File: config.mk
export PLATFORM = sky130hd
export DESIGN_NAME = register_file
export DESIGN_NICKNAME = d
export VERILOG_FILES = /design/src/rtl/rv_regfile_pkg.sv /design/src/rtl/decoder_5_to_32.sv /design/src/rtl/mux_32to1.sv /design/src/rtl/register_file.sv
export SDC_FILE = /design/constraint.sdc
export NUM_CORES = 2
export LEC_CHECK = 0
export ABC_AREA = 1
export CAP_MARGIN = 20
export CELL_PAD_IN_SITES_DETAIL_PLACEMENT = 0
export CELL_PAD_IN_SITES_GLOBAL_PLACEMENT = 2
export CORE_UTILIZATION = 34
export CTS_CLUSTER_DIAMETER = 60
export DETAILED_ROUTE_END_ITERATION = 8
export PLACE_DENSITY = 0.77
export REMOVE_ABC_BUFFERS = 1
export SETUP_SLACK_MARGIN = 0.5
export SLEW_MARGIN = 20
export SYNTH_ARGS = -nofsm -noshare
export SYNTH_HDL_FRONTEND = slang
export SYNTH_SLANG_ARGS = --single-unit
File: constraint.sdc
create_clock -name clk -period 5.2 [get_ports clk]
set_clock_uncertainty 0.15 [all_clocks]
set_input_delay 1.56 -clock clk [delete_from_list [all_inputs] [get_ports clk]]
set_output_delay 1.56 -clock clk [all_outputs]
set_load 0.05 [all_outputs]
File: src/rtl/rv_regfile_pkg.sv
// Shared constants and types for the integer register file.
//
// Contents:
//   REG_COUNT   - number of architectural registers (x00..x31)
//   REG_ADDR_W  - width of a register index
//   ZERO_REG    - index of the hardwired-zero register
//   reg_addr_t  - register index type
//   is_zero_reg - true when an index names the hardwired-zero register
package rv_regfile_pkg;

  localparam int unsigned REG_COUNT  = 32;
  localparam int unsigned REG_ADDR_W = 5;
  localparam int unsigned ZERO_REG   = 0;

  typedef logic [REG_ADDR_W-1:0] reg_addr_t;

  function automatic logic is_zero_reg(input reg_addr_t addr);
    return addr == reg_addr_t'(ZERO_REG);
  endfunction

endpackage

File: src/rtl/decoder_5_to_32.sv
// 5-to-32 one-hot decoder with enable.
//
// Ports:
//   en_i     - when low, every output bit is low
//   addr_i   - index to decode
//   onehot_o - bit addr_i set when en_i is high, all zero otherwise
module decoder_5_to_32
  import rv_regfile_pkg::*;
(
  input  logic                 en_i,
  input  reg_addr_t            addr_i,
  output logic [REG_COUNT-1:0] onehot_o
);

  always_comb begin
    onehot_o = '0;
    if (en_i) begin
      onehot_o[addr_i] = 1'b1;
    end
  end

endmodule

File: src/rtl/mux_32to1.sv
// Generic 32:1 multiplexer, Width bits per input.
//
// Ports:
//   data_i - REG_COUNT packed input words, word k selected by sel_i == k
//   sel_i  - select index
//   data_o - selected word
module mux_32to1
  import rv_regfile_pkg::*;
#(
  parameter int unsigned Width = 32
) (
  input  logic [REG_COUNT-1:0][Width-1:0] data_i,
  input  reg_addr_t                       sel_i,
  output logic [Width-1:0]                data_o
);

  assign data_o = data_i[sel_i];

endmodule

File: src/rtl/register_file.sv
// 32-entry, two-read/one-write register file with hardwired-zero x00.
//
// Parameters:
//   N       - width of every register and data port
//   FORWARD - 1: a read of the register being written returns wr_data in the same
//             cycle; 0: the read returns the old value until the next cycle
//
// Ports:
//   clk      - clock, all state updates on the rising edge
//   rst      - synchronous active-high reset, clears every register
//   wr_ena   - write enable
//   wr_addr  - write register index
//   wr_data  - write data
//   rd_addr0 - read port 0 index,   rd_data0 - read port 0 data (combinational)
//   rd_addr1 - read port 1 index,   rd_data1 - read port 1 data (combinational)
module register_file
  import rv_regfile_pkg::*;
#(
  parameter int unsigned N       = 32,
  parameter bit          FORWARD = 1'b1
) (
  input  logic         clk,
  input  logic         rst,
  input  logic         wr_ena,
  input  reg_addr_t    wr_addr,
  input  logic [N-1:0] wr_data,
  input  reg_addr_t    rd_addr0,
  output logic [N-1:0] rd_data0,
  input  reg_addr_t    rd_addr1,
  output logic [N-1:0] rd_data1
);

  // Per-register write enables.
  logic [REG_COUNT-1:0] reg_we;

  decoder_5_to_32 u_wr_dec (
    .en_i     (wr_ena),
    .addr_i   (wr_addr),
    .onehot_o (reg_we)
  );

  // x00 has no storage, so its enable is deliberately dropped.
  logic unused_reg_we0;
  assign unused_reg_we0 = reg_we[ZERO_REG];

  // Storage for x01..x31 only.
  logic [N-1:0] regs_q [REG_COUNT-1:1];

  for (genvar i = 1; i < REG_COUNT; i++) begin : g_regs
    always_ff @(posedge clk) begin
      if (rst) begin
        regs_q[i] <= '0;
      end else if (reg_we[i]) begin
        regs_q[i] <= wr_data;
      end
    end
  end

  // Flatten storage into the mux input bus; slot 0 is the constant zero register.
  logic [REG_COUNT-1:0][N-1:0] rd_bus;

  always_comb begin
    rd_bus           = '0;
    rd_bus[ZERO_REG] = '0;
    for (int unsigned k = 1; k < REG_COUNT; k++) begin
      rd_bus[k] = regs_q[k];
    end
  end

  logic [N-1:0] rd_raw0;
  logic [N-1:0] rd_raw1;

  mux_32to1 #(
    .Width (N)
  ) u_rd_mux0 (
    .data_i (rd_bus),
    .sel_i  (rd_addr0),
    .data_o (rd_raw0)
  );

  mux_32to1 #(
    .Width (N)
  ) u_rd_mux1 (
    .data_i (rd_bus),
    .sel_i  (rd_addr1),
    .data_o (rd_raw1)
  );

  // A write is only bypassable when it will actually land: not during reset and
  // never to x00.
  logic wr_live;
  assign wr_live = wr_ena && !rst && !is_zero_reg(wr_addr);

  logic fwd0;
  logic fwd1;
  assign fwd0 = FORWARD && wr_live && (wr_addr == rd_addr0);
  assign fwd1 = FORWARD && wr_live && (wr_addr == rd_addr1);

  // Zero override is applied last so x00 reads zero regardless of any bypass.
  always_comb begin
    rd_data0 = rd_raw0;
    if (fwd0) begin
      rd_data0 = wr_data;
    end
    if (is_zero_reg(rd_addr0)) begin
      rd_data0 = '0;
    end
  end

  always_comb begin
    rd_data1 = rd_raw1;
    if (fwd1) begin
      rd_data1 = wr_data;
    end
    if (is_zero_reg(rd_addr1)) begin
      rd_data1 = '0;
    end
  end

endmodule

# --- Yosys cells after proc, flatten, opt, wreduce, memory -nomap -nowiden ---
# Memories as Yosys holds them, arrays and structs flattened.
# Index checks and enable logic that the tools add are counted.
op_classes:
  n_lt_le_gt_ge: 4
  eq_ne: 2
  n_mux: 137
  bitwise_logic: 31
  reduce_logical: 10
ops:
  columns: ["operator", "count"]
  rows:
  - ["two-way mux 32 bit", 38]
  - ["binary-select mux 32 bit (select 5 bit)", 2]
  - ["two-way mux 1 bit", 96]
  - ["OR 1 bit", 31]
  - ["< comparator 5 x 6 -> 1 bit, second input constant", 3]
  - ["logical NOT 5 bit", 3]
  - ["== test 5 bit", 2]
  - ["demux 1 bit (select 5 bit)", 1]
  - [">= comparator 5 x 1 -> 1 bit, second input constant", 1]
  - ["logical AND 1 bit", 5]
  - ["logical NOT 1 bit", 2]
totals:
  ff_bits: 0
  mem_bits_rw: 992
  out_inout_bits: 64
  wordCells: 185
  n_memories: 1
memory_table:
  columns: ["memory", "depth", "word_bits", "read_ports", "rd_ports_with_merged_regs", "wr", "line_no", "rtl"]
  rows:
  - ["regs_q", 31, 32, 31, 0, 31, "register_file.sv:47", "logic [N-1:0] regs_q [REG_COUNT-1:1];"]

# --- Depth between registers and ports, before layout ---
logic_depth:
  ltp_word: 9
  depth_mapped: 12
  mapped_depth_nobuf: 9

# --- Cells and area by module ---
# From an unflattened synthesis, not the netlist that was laid out.
unflattened:
  hier_cells: 7545
  area_unflattened_um2: 58292.2
by_module_without_submodules:
  columns: ["mod", "n_inst", "cells_each", "area_per_inst_um2", "seq_area_each_um2"]
  rows:
  - ["register_file", 1, 2633, 36498.8, 29788.6]
  - ["mux_32to1", 2, 2431, 10796.6, 0.0]
  - ["decoder_5_to_32", 1, 50, 200.2, 0.0]

# --- Worst setup path before layout ---
# Ideal clock, no wire load.
synth_path:
  path_kind: "in2reg"
  start: "input wr_addr[3]"
  end: "register, netlist name regs_q[0][1000]"
  t_arrival_ps: 4515
  t_required_ps: 4584
  setup_slack_ps: 69
  stages: 5
  cell_sequence: "buf_2 inv_2 nor3_2 inv_1 o21ai_0"
synth_rtl:
  columns: ["element", "line_no", "rtl"]
  rows:
  - ["start, declared", "register_file.sv:25", "input reg_addr_t wr_addr,"]

# --- Final worst setup path ---
layout_path:
  start: "input rd_addr1[0]"
  end: "output rd_data1[26]"
layout_between:
  elab_chain_cells: 4
  elab_cells_between_ends: 7
  classes_between: "1 x eq/ne; 4 x mux; 2 x reduce/logical"
layout_rtl:
  columns: ["element", "line_no", "rtl"]
  rows:
  - ["start, declared", "register_file.sv:29", "input reg_addr_t rd_addr1,"]
  - ["binary-select mux 32 bit (select 5 bit) or == test 5 bit (tied branches)", "mux_32to1.sv:17, register_file.sv:97", null]
  - ["two-way mux 32 bit (implied by the code) or logical AND 1 bit (tied branches)", "mux_32to1.sv:17, register_file.sv:97", null]
  - ["two-way mux 32 bit", "register_file.sv:112", "if (fwd1) begin"]
  - ["two-way mux 32 bit *", "register_file.sv:115", "if (is_zero_reg(rd_addr1)) begin"]
  - ["end, declared", "register_file.sv:30", "output logic [N-1:0] rd_data1"]
# Every way passes the cells marked *; elsewhere a longest branch is shown, timed or not. The select of a mux whose other input is x is not followed.

==> run metrics <==
run status=finished, final reports clean; hold_sp=wr_addr[3]; total grt overflow=0; top cells by area, synth=edfxtp_1 51%, nand3_1 17%, nand2_1 14%, inv_1 6.5%, nor2_1 6.4%; Final nets=8070; Post-synth EDFFs=992; initial DRC count=6922; Pwr Density=303 nW/um^2; Tot Pwr=22.7 mW; hpwl dp=165 mm; # Max-Cap Violations=0; CTS tree=done; Most flops, register=regs_q; Hold Vio Cnt, Final=0; count of different cell masters after synthesis=16; Synth top cells by count=2104 x nand2_1, 2006 x nand3_1, 1012 x inv_1; Vias per Instance=5.55; Slew Limit Fails=0; multiplexer share of the synthesized area=0%; CTS root buf=clkbuf_16; #FFs+latches synth=992; filler cell count in the final layout=16600; post-route ant nets=0; most frequent cell after synthesis=nand2_1; DRC Markers=0; synth warn=0; complex-gate fraction of the synthesized area=0.206%; Via Count=57400; Mapped Cells=7801; placed instance area=65700 um^2; largest family of logic cells by synthesized area=simple AND/OR/NAND/NOR gates; Setup crit start kind=primary input; max reg flops=992; GPL Wtd Cong=0.893; Worst IR Drop VDD=0.344 mV; Post-Synth Simple-Gate Area=37.4%; Clock Path Buffers=3; DP Worst Slack=-39.8 ps; CP Capture Type=primary output; final worst slack=87.4 ps; WL final=287 mm; first drt pass iteration count=9; ys async rst share=0%; first-pass GRT wire length=395 mm; period utilization=98.3%; clock sink count=992; required time of the critical path=3490 ps; Max Clk Rate=196 MHz; Die Height=416 um; Row Count=151; hold crit path type=primary input to flip-flop; CTS buffer count=131; Hold Buf Count CTS=0; Die Wd=416 um; RSZ-0062 raised after global routing=yes; share of layout cells above drive strength 1=15.7%; Design Area, Final=75000 um^2; antenna violations before repair=10; Core Footprint=170000 um^2; syn_area_per_cell=7.46 um^2; sequential cell area fraction in the yosys report=51.2%; post-synth top area share=51.2%; Top FF cell, synth=edfxtp_1; Post-Synth Adder-Cell Area=0%; Max Fanout on Critical Path=21; IO Count=114; final setup fails=0; xor/xnor share of the synthesized area=0.0903%; Leak Pwr=33.8 nW; Starting Density=34.3%; Synth area leader=edfxtp_1; Least-Margin Pin Slew=1050 ps; Mapped Area=58200 um^2; vias in the first global route=53700; DR WL/cell=27.8 um; PortBufs=113; Top Registers=regs_q (992); H-tree Lvls=4; Tot GR Track Use=31.7%; critical path class=primary input to primary output; Critical Path AT=3400 ps; clock-pin slew on the worst setup and hold paths=60 ps; pin count of the biggest net entering global routing=68; die area=173000 um^2; relative slew slack=29.9%; hold depth=6; Critical path origin=rd_addr1[0]; Tmin final=5110 ps; Area growth syn-to-layout=28.9%
-- critical path, stage by stage --
cell and delay [ps]:
buf_16 140, inv_16 150, buf_16 190, buf_4 160, clkbuf_16 200, nand2_1 70, nand3_1 70, nand3_1 70
nand3_1 80, nand3_1 210, nand3_1 140, nand2_1 80, buf_4 190
-- metrics by stage --
step                setup TNS, ps  cells  utilization, %  hold WS [ps]
global placement             -430   9976            38.7          2410
CTS                             0  10300            42.5          1570
detailed placement           -106   9976            38.7          2420
finish                          0  10300            44.2          1520
global route                    0  10300            44.2          1490
floorplan                 -275580   7160               -          1950
-- where the power goes --
part,switching [mW],internal [mW]
clock,3.74,5.17
combinational,3.00,1.48
sequential,0.122,9.23
total,6.86,15.9
-- metal layers --
layer | track usage (%) | vias up | part of all wire, %
li1 | - | 25500 | -
met1 | 41.5 | 28100 | 39
met2 | 51.6 | 3230 | 47
met3 | 4.95 | 643 | 9.2
met4 | 14.3 | 8 | 4.6
met5 | 0 | - | 0.019
-- timing repair --
item / in CTS / in global routing
cloned: 26 / 36
resized for setup: 221 / 386
pin swaps: 19 / 120
endpoints found under the setup margin: 64 / 64
buffers inserted: 38 / 29
-- layout make-up --
cell class	count	area, um^2	area share (%)
Timing Repair inverter	1	16.3	0.0217
Multi-Input combinational cell	5149	24300	32.4
Timing Repair Buffer	725	10100	13.5
Sequential cell	992	29800	39.7
Inverter	1020	3940	5.25
Clock buffer	162	3590	4.78
Clock inverter	68	507	0.676
Antenna cell	3	7.51	0.0100
Tap cell	2218	2780	3.70
-- final timing paths --
| check | endpoint | slack (ps) |
|---|---|---|
| min | regs_q[0][33] | 1520 |
| max | rd_data1[26] | 90 |
-- logic make-up (layout without fill, tap and decap cells) --
family	Yosys count	count (layout)
compound gates	24	24
xor+xnor	6	6
buf+inv	1661	1976
flops	992	992
other cells	0	3
simple gates	5118	5119
-- layout by cell type (no fill, tap or decap), drive strengths merged --
master / netlist / final
o21ai: 20 / 20
clkdlybuf4s50: 0 / 34
bufbuf: 0 / 10
nand3: 2006 / 2006
nand2: 2104 / 2105
nor3: 11 / 11
clkdlybuf4s15: 0 / 1
xor2: 6 / 6
clkinv: 1 / 61
edfxtp: 992 / 992
dlygate4sd2: 0 / 2
clkinvlp: 0 / 6
inv: 1019 / 1016
clkbuf: 358 / 193
nor2: 997 / 997
buf: 283 / 647
a21oi: 4 / 4
diode: 0 / 3
bufinv: 0 / 6
No activity file was read; power rests on OpenSTA's default activity.
